`src/rtl/alu_mul_sequencer.sv`:
```
// rtl/alu_mul_sequencer.sv - shift-and-add multiply sequencer driving the shared 32-bit ALU
//
// Runs an unsigned WIDTH x WIDTH multiply by borrowing the shared ALU for a few cycles.
// Each cycle it picks the ALU operands and function, and captures ALUOut_in at the clock edge.
//
// Ports:
//   Clock       rising-edge clock
//   Reset       synchronous, active-high reset
//   Start       multiply request, sampled only while idle
//   Op1, Op2    multiplicand / multiplier (WIDTH bits), sampled at the accepting edge
//   Busy        high while the sequencer owns the ALU inputs
//   Done        one-cycle completion pulse
//   Result      32-bit product, zero-extended above 2*WIDTH bits
//   ALU_A/B     ALU operand drive
//   ALU_FunSel  ALU function select
//   ALU_WF      ALU flag-write enable, always 0
//   ALUOut_in   combinational ALU result for the current drive
module alu_mul_sequencer #(
  parameter int           WIDTH       = 16,
  parameter bit           EARLY_EXIT  = 1'b0,
  parameter logic [4:0]   FUNSEL_ADD  = 5'b10100,
  parameter logic [4:0]   FUNSEL_LSL  = 5'b11011,
  parameter logic [4:0]   FUNSEL_IDLE = 5'b10000
) (
  input  logic             Clock,
  input  logic             Reset,
  input  logic             Start,
  input  logic [WIDTH-1:0] Op1,
  input  logic [WIDTH-1:0] Op2,
  output logic             Busy,
  output logic             Done,
  output logic [31:0]      Result,
  output logic [31:0]      ALU_A,
  output logic [31:0]      ALU_B,
  output logic [4:0]       ALU_FunSel,
  output logic             ALU_WF,
  input  logic [31:0]      ALUOut_in
);

  localparam int CNT_W = (WIDTH > 1) ? $clog2(WIDTH) : 1;
  localparam logic [CNT_W-1:0] CNT_LAST = CNT_W'(WIDTH - 1);

  typedef enum logic [1:0] {
    S_IDLE  = 2'd0,
    S_ADD   = 2'd1,
    S_SHIFT = 2'd2,
    S_DONE  = 2'd3
  } state_t;

  state_t           state;
  state_t           state_next;

  logic [31:0]      acc;
  logic [31:0]      mcand;
  logic [WIDTH-1:0] mplier;
  logic [CNT_W-1:0] cnt;
  logic [31:0]      result_q;

  // Bits of the multiplier still to be consumed after the current shift.
  logic [WIDTH-1:0] mplier_rest;
  logic             last_bit;

  assign mplier_rest = mplier >> 1;
  assign last_bit    = (cnt == CNT_LAST) || (EARLY_EXIT && (mplier_rest == '0));

  // State register.
  always_ff @(posedge Clock) begin
    if (Reset) begin
      state <= S_IDLE;
    end else begin
      state <= state_next;
    end
  end

  // Next-state logic. The first step depends on Op2[0]; later steps on the
  // multiplier bit that becomes the LSB after this shift (mplier[1]).
  always_comb begin
    state_next = state;
    case (state)
      S_IDLE: begin
        if (Start) begin
          state_next = Op2[0] ? S_ADD : S_SHIFT;
        end
      end
      S_ADD: begin
        state_next = S_SHIFT;
      end
      S_SHIFT: begin
        if (last_bit) begin
          state_next = S_DONE;
        end else begin
          state_next = mplier[1] ? S_ADD : S_SHIFT;
        end
      end
      S_DONE: begin
        state_next = S_IDLE;
      end
      default: begin
        state_next = S_IDLE;
      end
    endcase
  end

  // Datapath registers. The ALU result is captured into acc (ADD) or
  // mcand (SHIFT); Start outside IDLE is deliberately dropped, not queued.
  always_ff @(posedge Clock) begin
    if (Reset) begin
      acc      <= '0;
      mcand    <= '0;
      mplier   <= '0;
      cnt      <= '0;
      result_q <= '0;
    end else begin
      case (state)
        S_IDLE: begin
          if (Start) begin
            acc    <= '0;
            mcand  <= {{(32 - WIDTH){1'b0}}, Op1};
            mplier <= Op2;
            cnt    <= '0;
          end
        end
        S_ADD: begin
          acc <= ALUOut_in;
        end
        S_SHIFT: begin
          mcand  <= ALUOut_in;
          mplier <= mplier_rest;
          cnt    <= cnt + CNT_W'(1);
        end
        S_DONE: begin
          result_q <= acc;
        end
        default: begin
          acc <= acc;
        end
      endcase
    end
  end

  // Outputs. Result shows acc during DONE so the product is visible in the
  // same cycle as the Done pulse, then holds the registered copy.
  always_comb begin
    Busy       = (state != S_IDLE);
    Done       = (state == S_DONE);
    Result     = (state == S_DONE) ? acc : result_q;
    ALU_WF     = 1'b0;
    ALU_A      = '0;
    ALU_B      = '0;
    ALU_FunSel = FUNSEL_IDLE;
    case (state)
      S_ADD: begin
        ALU_A      = acc;
        ALU_B      = mcand;
        ALU_FunSel = FUNSEL_ADD;
      end
      S_SHIFT: begin
        ALU_A      = mcand;
        ALU_B      = '0;
        ALU_FunSel = FUNSEL_LSL;
      end
      default: begin
        ALU_A      = '0;
        ALU_B      = '0;
        ALU_FunSel = FUNSEL_IDLE;
      end
    endcase
  end

endmodule

```
`config.mk`:
```
export PLATFORM = sky130hd
export DESIGN_NAME = alu_mul_sequencer
export DESIGN_NICKNAME = d
export VERILOG_FILES = /design/src/rtl/alu_mul_sequencer.sv
export SDC_FILE = /design/constraint.sdc
export NUM_CORES = 1
export LEC_CHECK = 0
export ABC_AREA = 1
export CORE_ASPECT_RATIO = 0.7
export CORE_UTILIZATION = 49
export CTS_BUF_LIST = sky130_fd_sc_hd__clkbuf_4 sky130_fd_sc_hd__clkbuf_8
export CTS_CLUSTER_SIZE = 16
export DETAILED_ROUTE_END_ITERATION = 6
export GPL_ROUTABILITY_DRIVEN = 1
export PLACE_DENSITY = 0.87
export SYNTH_ARGS = -nofsm -noshare
export SYNTH_HDL_FRONTEND = slang
export SYNTH_SLANG_ARGS = --single-unit
```
`constraint.sdc`:
```
create_clock -name Clock -period 1.7 [get_ports Clock]
set_clock_uncertainty 0.05 [all_clocks]
set_input_delay 0.255 -clock Clock [delete_from_list [all_inputs] [get_ports Clock]]
set_output_delay 0.255 -clock Clock [all_outputs]
set_load 0.05 [all_outputs]
```
==> flow_summary.ini, run 1 <==
[grt]
grt_max_degree = 84

[outcome]
haltStage = 5_1_grt
status = did not finish
error_line = [ERROR DPL-0038] Utilization greater than 100%, impossible to legalize

[die]
start_util = 0.5033
dieWidth_um = 129.1
dieHeight_um = 90.98
std_cell_rows = 32
ios = 171

[logic_synthesis]
synth-seq-area-share = 0.4227
synth_area_um2 = 5542
synth-seq-cells = 117
synth.distinct_cells = 23
syn_nets = 927
syn_avg_cell_area_um2 = 6.481
syn_inst = 855
yosysWarnings = 0

[placed_design]
io_buffers = 168
gp_congestion = 0.7938
dpl.hpwl_mm = 13.12
post_dp_cell_area_um2 = 9133
dp_slack_ps = -118.4

[sta]
worstEndpointGrtRepair = ALU_B[6]
worst-ep-kind = output port

[clock_network]
cts_hold_buf = 0
cts-root-buf = clkbuf_8
numCtsBuffers = 17
htreeDepth = 4
ctsLongestPathBuffers = 2
cts_sinks = 117
==> synth_stat cells <==
cell type | number | area [um^2]
a21oi_1 | 119 | 595.6
a21oi_4 | 1 | 16.27
buf_1 | 9 | 33.78
buf_2 | 13 | 65.06
buf_4 | 9 | 67.56
buf_6 | 1 | 11.26
buf_8 | 2 | 30.03
clkbuf_1 | 28 | 105.1
conb_1 | 2 | 7.510
dfxtp_1 | 117 | 2342
ha_1 | 5 | 62.56
inv_1 | 45 | 168.9
inv_2 | 3 | 11.26
inv_4 | 1 | 6.260
nand2_1 | 360 | 1351
nand2_2 | 1 | 6.260
nand2_4 | 2 | 22.52
nand3_1 | 37 | 185.2
nand4_1 | 1 | 6.260
nor2_1 | 54 | 202.7
nor2_2 | 10 | 62.56
nor2_4 | 1 | 11.26
o21ai_0 | 34 | 170.2
==> through the flow <==
stage | hold slack, ps | setup TNS (ps) | cells
after global placement | 401.8 | -452.6 | 1147
after detailed placement | 411.3 | -2636 | 1147
after CTS | 196.0 | -32180 | 1208
after floorplan | 352.1 | -882.8 | 855
==> timing repair <==
action | in CTS
pin swaps | 36
gates resized for setup | 194
setup endpoints to repair | 176
cloned | 10
buffers inserted | 19
==> logic make-up after synthesis <==
logic type	count (synthesis)	share of synthesized area
adder cells (fa/ha/maj)	5	0.01129
AO/OA/AOI/OAI	154	0.1411
flip-flops	117	0.4227
buffers and inverters	111	0.09009
other	2	0.001355
AND/OR/NAND/NOR	466	0.3335
==> run 2: changes to the inputs <==
==> config.mk (replaced) <==
export PLATFORM = sky130hd
export DESIGN_NAME = alu_mul_sequencer
export DESIGN_NICKNAME = d
export VERILOG_FILES = /design/src/rtl/alu_mul_sequencer.sv
export SDC_FILE = /design/constraint.sdc
export NUM_CORES = 1
export LEC_CHECK = 0
export ABC_AREA = 1
export CORE_UTILIZATION = 40
export DETAILED_ROUTE_END_ITERATION = 6
export GPL_ROUTABILITY_DRIVEN = 1
export PLACE_DENSITY_LB_ADDON = 0.15
export SYNTH_ARGS = -nofsm -noshare
export SYNTH_HDL_FRONTEND = slang
export SYNTH_SLANG_ARGS = --single-unit
==> flow_summary.ini, run 2 <==
[outcome]
status = finished with violations
violations = negative setup slack

[logic_synthesis]
syn_nets = 927
synth_top_area_frac = 0.4227
syn_avg_cell_area_um2 = 6.481
syn_inst = 855
yosysMostFrequentCell = nand2_1
synth.area.top_cells = dfxtp_1 (42%), nand2_1 (24%), a21oi_1 (11%), nor2_1 (3.7%), nand3_1 (3.3%)
synth-seq-cells = 117
synth-seq-area-share = 0.4227
synth_ff_type = dfxtp_1
synth_area_leader_cell = dfxtp_1
yosysWarnings = 0
synth.distinct_cells = 23
async_reset_ff_frac = 0
synth_edf_count = 0
synth_area_um2 = 5542
synth_top_cells_by_count = nand2_1 (360), a21oi_1 (119), dfxtp_1 (117)

[die]
dieWidth_um = 119.7
std_cell_rows = 42
start_util = 0.4135
ios = 171
core-area_um2 = 13400
dieHeight_um = 119.7
die_area_um2 = 14330

[clock_network]
ctsLongestPathBuffers = 2
htreeDepth = 4
cts.clk_slew.worst_paths_ps = 60
worstSkewPairLatency_ps = 420
cts_hold_buf = 0
numCtsBuffers = 17
cts_tree = yes
cts-root-buf = clkbuf_16
cts_sinks = 117

[cells_and_area]
final_cell_mix = nand2_1 (267), buf_12 (120), dfxtp_1 (115)
layout_commonest_cell = nand2_1
top_regs = acc x32, mcand x32, result_q x32
fillCellCount = 786
area_delta_synth_final_pct = 95.42
nets = 1103
diodes = 0
drive_gt1_frac = 0.3716
fin_util = 0.8081

[worst_setup_path]
crit_chain = buf_4 -> ha_4 -> clkinv_8 -> buf_16 -> nand2_4 -> nand2_2 -> buf_12
max_stage_delay_ps = 370
critPathSlowestCell = dfxtp_4
criticalPathCategory = flop to output pin
worst_setup_path_start_kind = flop
critPathArrivalTime_ps = 1760
cp.required_ps = 1390
cp_max_fo = 7
worst_setup_path_end_kind = output pin

[grt]
antenna_found_initial = 0
grt_max_degree = 47
grt_use_total = 0.2875
grt_pass1_wl_mm = 31.91
globalRouteOverflowTotal = 0
grt_pass1_vias = 6158

[route]
drt_pass1_iterations = 6
vias_per_cell = 5.371
drt_iter0_markers = 591
remaining_drc_errors = 0
ant_nets = 0
vias = 6553
wire_per_inst_um = 18.76
routed_wl_mm = 22.89

[sta]
hold_viol = 0
period_share = 1.217
setup_viol = 113
worst_pin_slew_ps = 539.5
rsz0062_at_grt = true
slew_viol_final = 0
finalWorstSetupSlack_ps = -368.2
fmax_mhz = 483.5
slew_headroom = 0.6403
fin_crit_ps = 2068

[power_and_ir_drop]
power_density_nw_per_um2 = 1011
p_leak_nw = 4.023
ir_worst_vdd_mv = 0.7530

[placed_design]
dpl.hpwl_mm = 12.27
io_buffers = 168
gp_congestion = 0.7938
dp_slack_ps = 17.30

[hold_path]
min_path_type = primary input to flop

[flow_run]
drv_cap = 0
==> run 2: cell counts after synthesis <==
Identical to the previous run, type by type.
==> run 2: layout make-up <==
type,count,area [um^2],share of cell area
inverter,49,336.6,0.03108
sequential,117,2350,0.2170
clock inverter,9,172.7,0.01594
tap,176,220.2,0.02034
timing repair buffer,219,3560,0.3287
multi-input combinational,627,3712,0.3428
clock buffer,23,478.0,0.04414
==> run 2: cell families (layout without fill, tap and decap cells) <==
kind of cell / count (synthesis) / count (layout) / synth area share
buffers and inverters: 111 / 300 / 0.09009
other: 2 / 2 / 0.001355
flip-flops: 117 / 117 / 0.4227
adder cells (fa/ha/maj): 5 / 5 / 0.01129
AND/OR/NAND/NOR: 466 / 466 / 0.3335
AO/OA/AOI/OAI: 154 / 154 / 0.1411
==> run 2: worst paths after layout <==
check	cells past startpoint	to	from	slack, ps
worst min-delay path	4	mcand[13]$_SDFFE_PP0P_	Reset	300
worst max-delay path	7	Result[29]	state[0]$_SDFFE_PP0P_	-370
worst max register to register	10	mcand[21]$_SDFFE_PP0P_	state[1]$_SDFFE_PP0P_	-70
worst min register to register	2	mplier[15]$_SDFFE_PP0P_	mplier[15]$_SDFFE_PP0P_	430
==> run 2: through the flow <==
stage | power (W) | cell area (um^2) | cells | hold WS [ps] | TNS [ps]
2_1_floorplan | 0.005032 | 6207 | 855 | 352.1 | -882.8
3_3_place_gp | 0.006134 | 9149 | 1165 | 405.3 | 0
3_5_place_dp | 0.006164 | 9149 | 1165 | 414.3 | 0
4_1_cts | 0.01048 | 10300 | 1211 | 258.9 | -26880
5_1_grt | 0.01129 | 10830 | 1220 | 314.9 | -36170
6_report | 0.01095 | 10830 | 1220 | 304.7 | -29530
==> run 2: critical path: cells and delay by family (launching register included) <==
family,cells,cell delay (ps)
AND/OR/NAND/NOR,2,160
flip-flops,1,370
adder cells (fa/ha/maj),1,220
buffers and inverters,4,580
==> run 2: power breakdown <==
group	internal (W)	switching, W	leakage, nW
Clock	0.00271	0.00129	0.317
Sequential	0.00299	0.000205	0.954
Combinational	0.00158	0.00217	2.75
==> run 2: per-layer routing <==
layer,track usage,vias to the layer above,wire (um)
met3,0.07272,58,1513
met1,0.3462,3116,8987
li1,-,3051,-
met2,0.4924,328,11630
met5,0,-,0
met4,0.1039,0,756
==> run 2: repair_timing <==
action | 4_1_cts | 5_1_grt
setup endpoints to repair | 101 | 152
pin swaps | 9 | 6
buffers inserted | 9 | 4
resized for setup | 87 | 116
cloned | 5 | 7
Power figures use the tool's default switching activity.
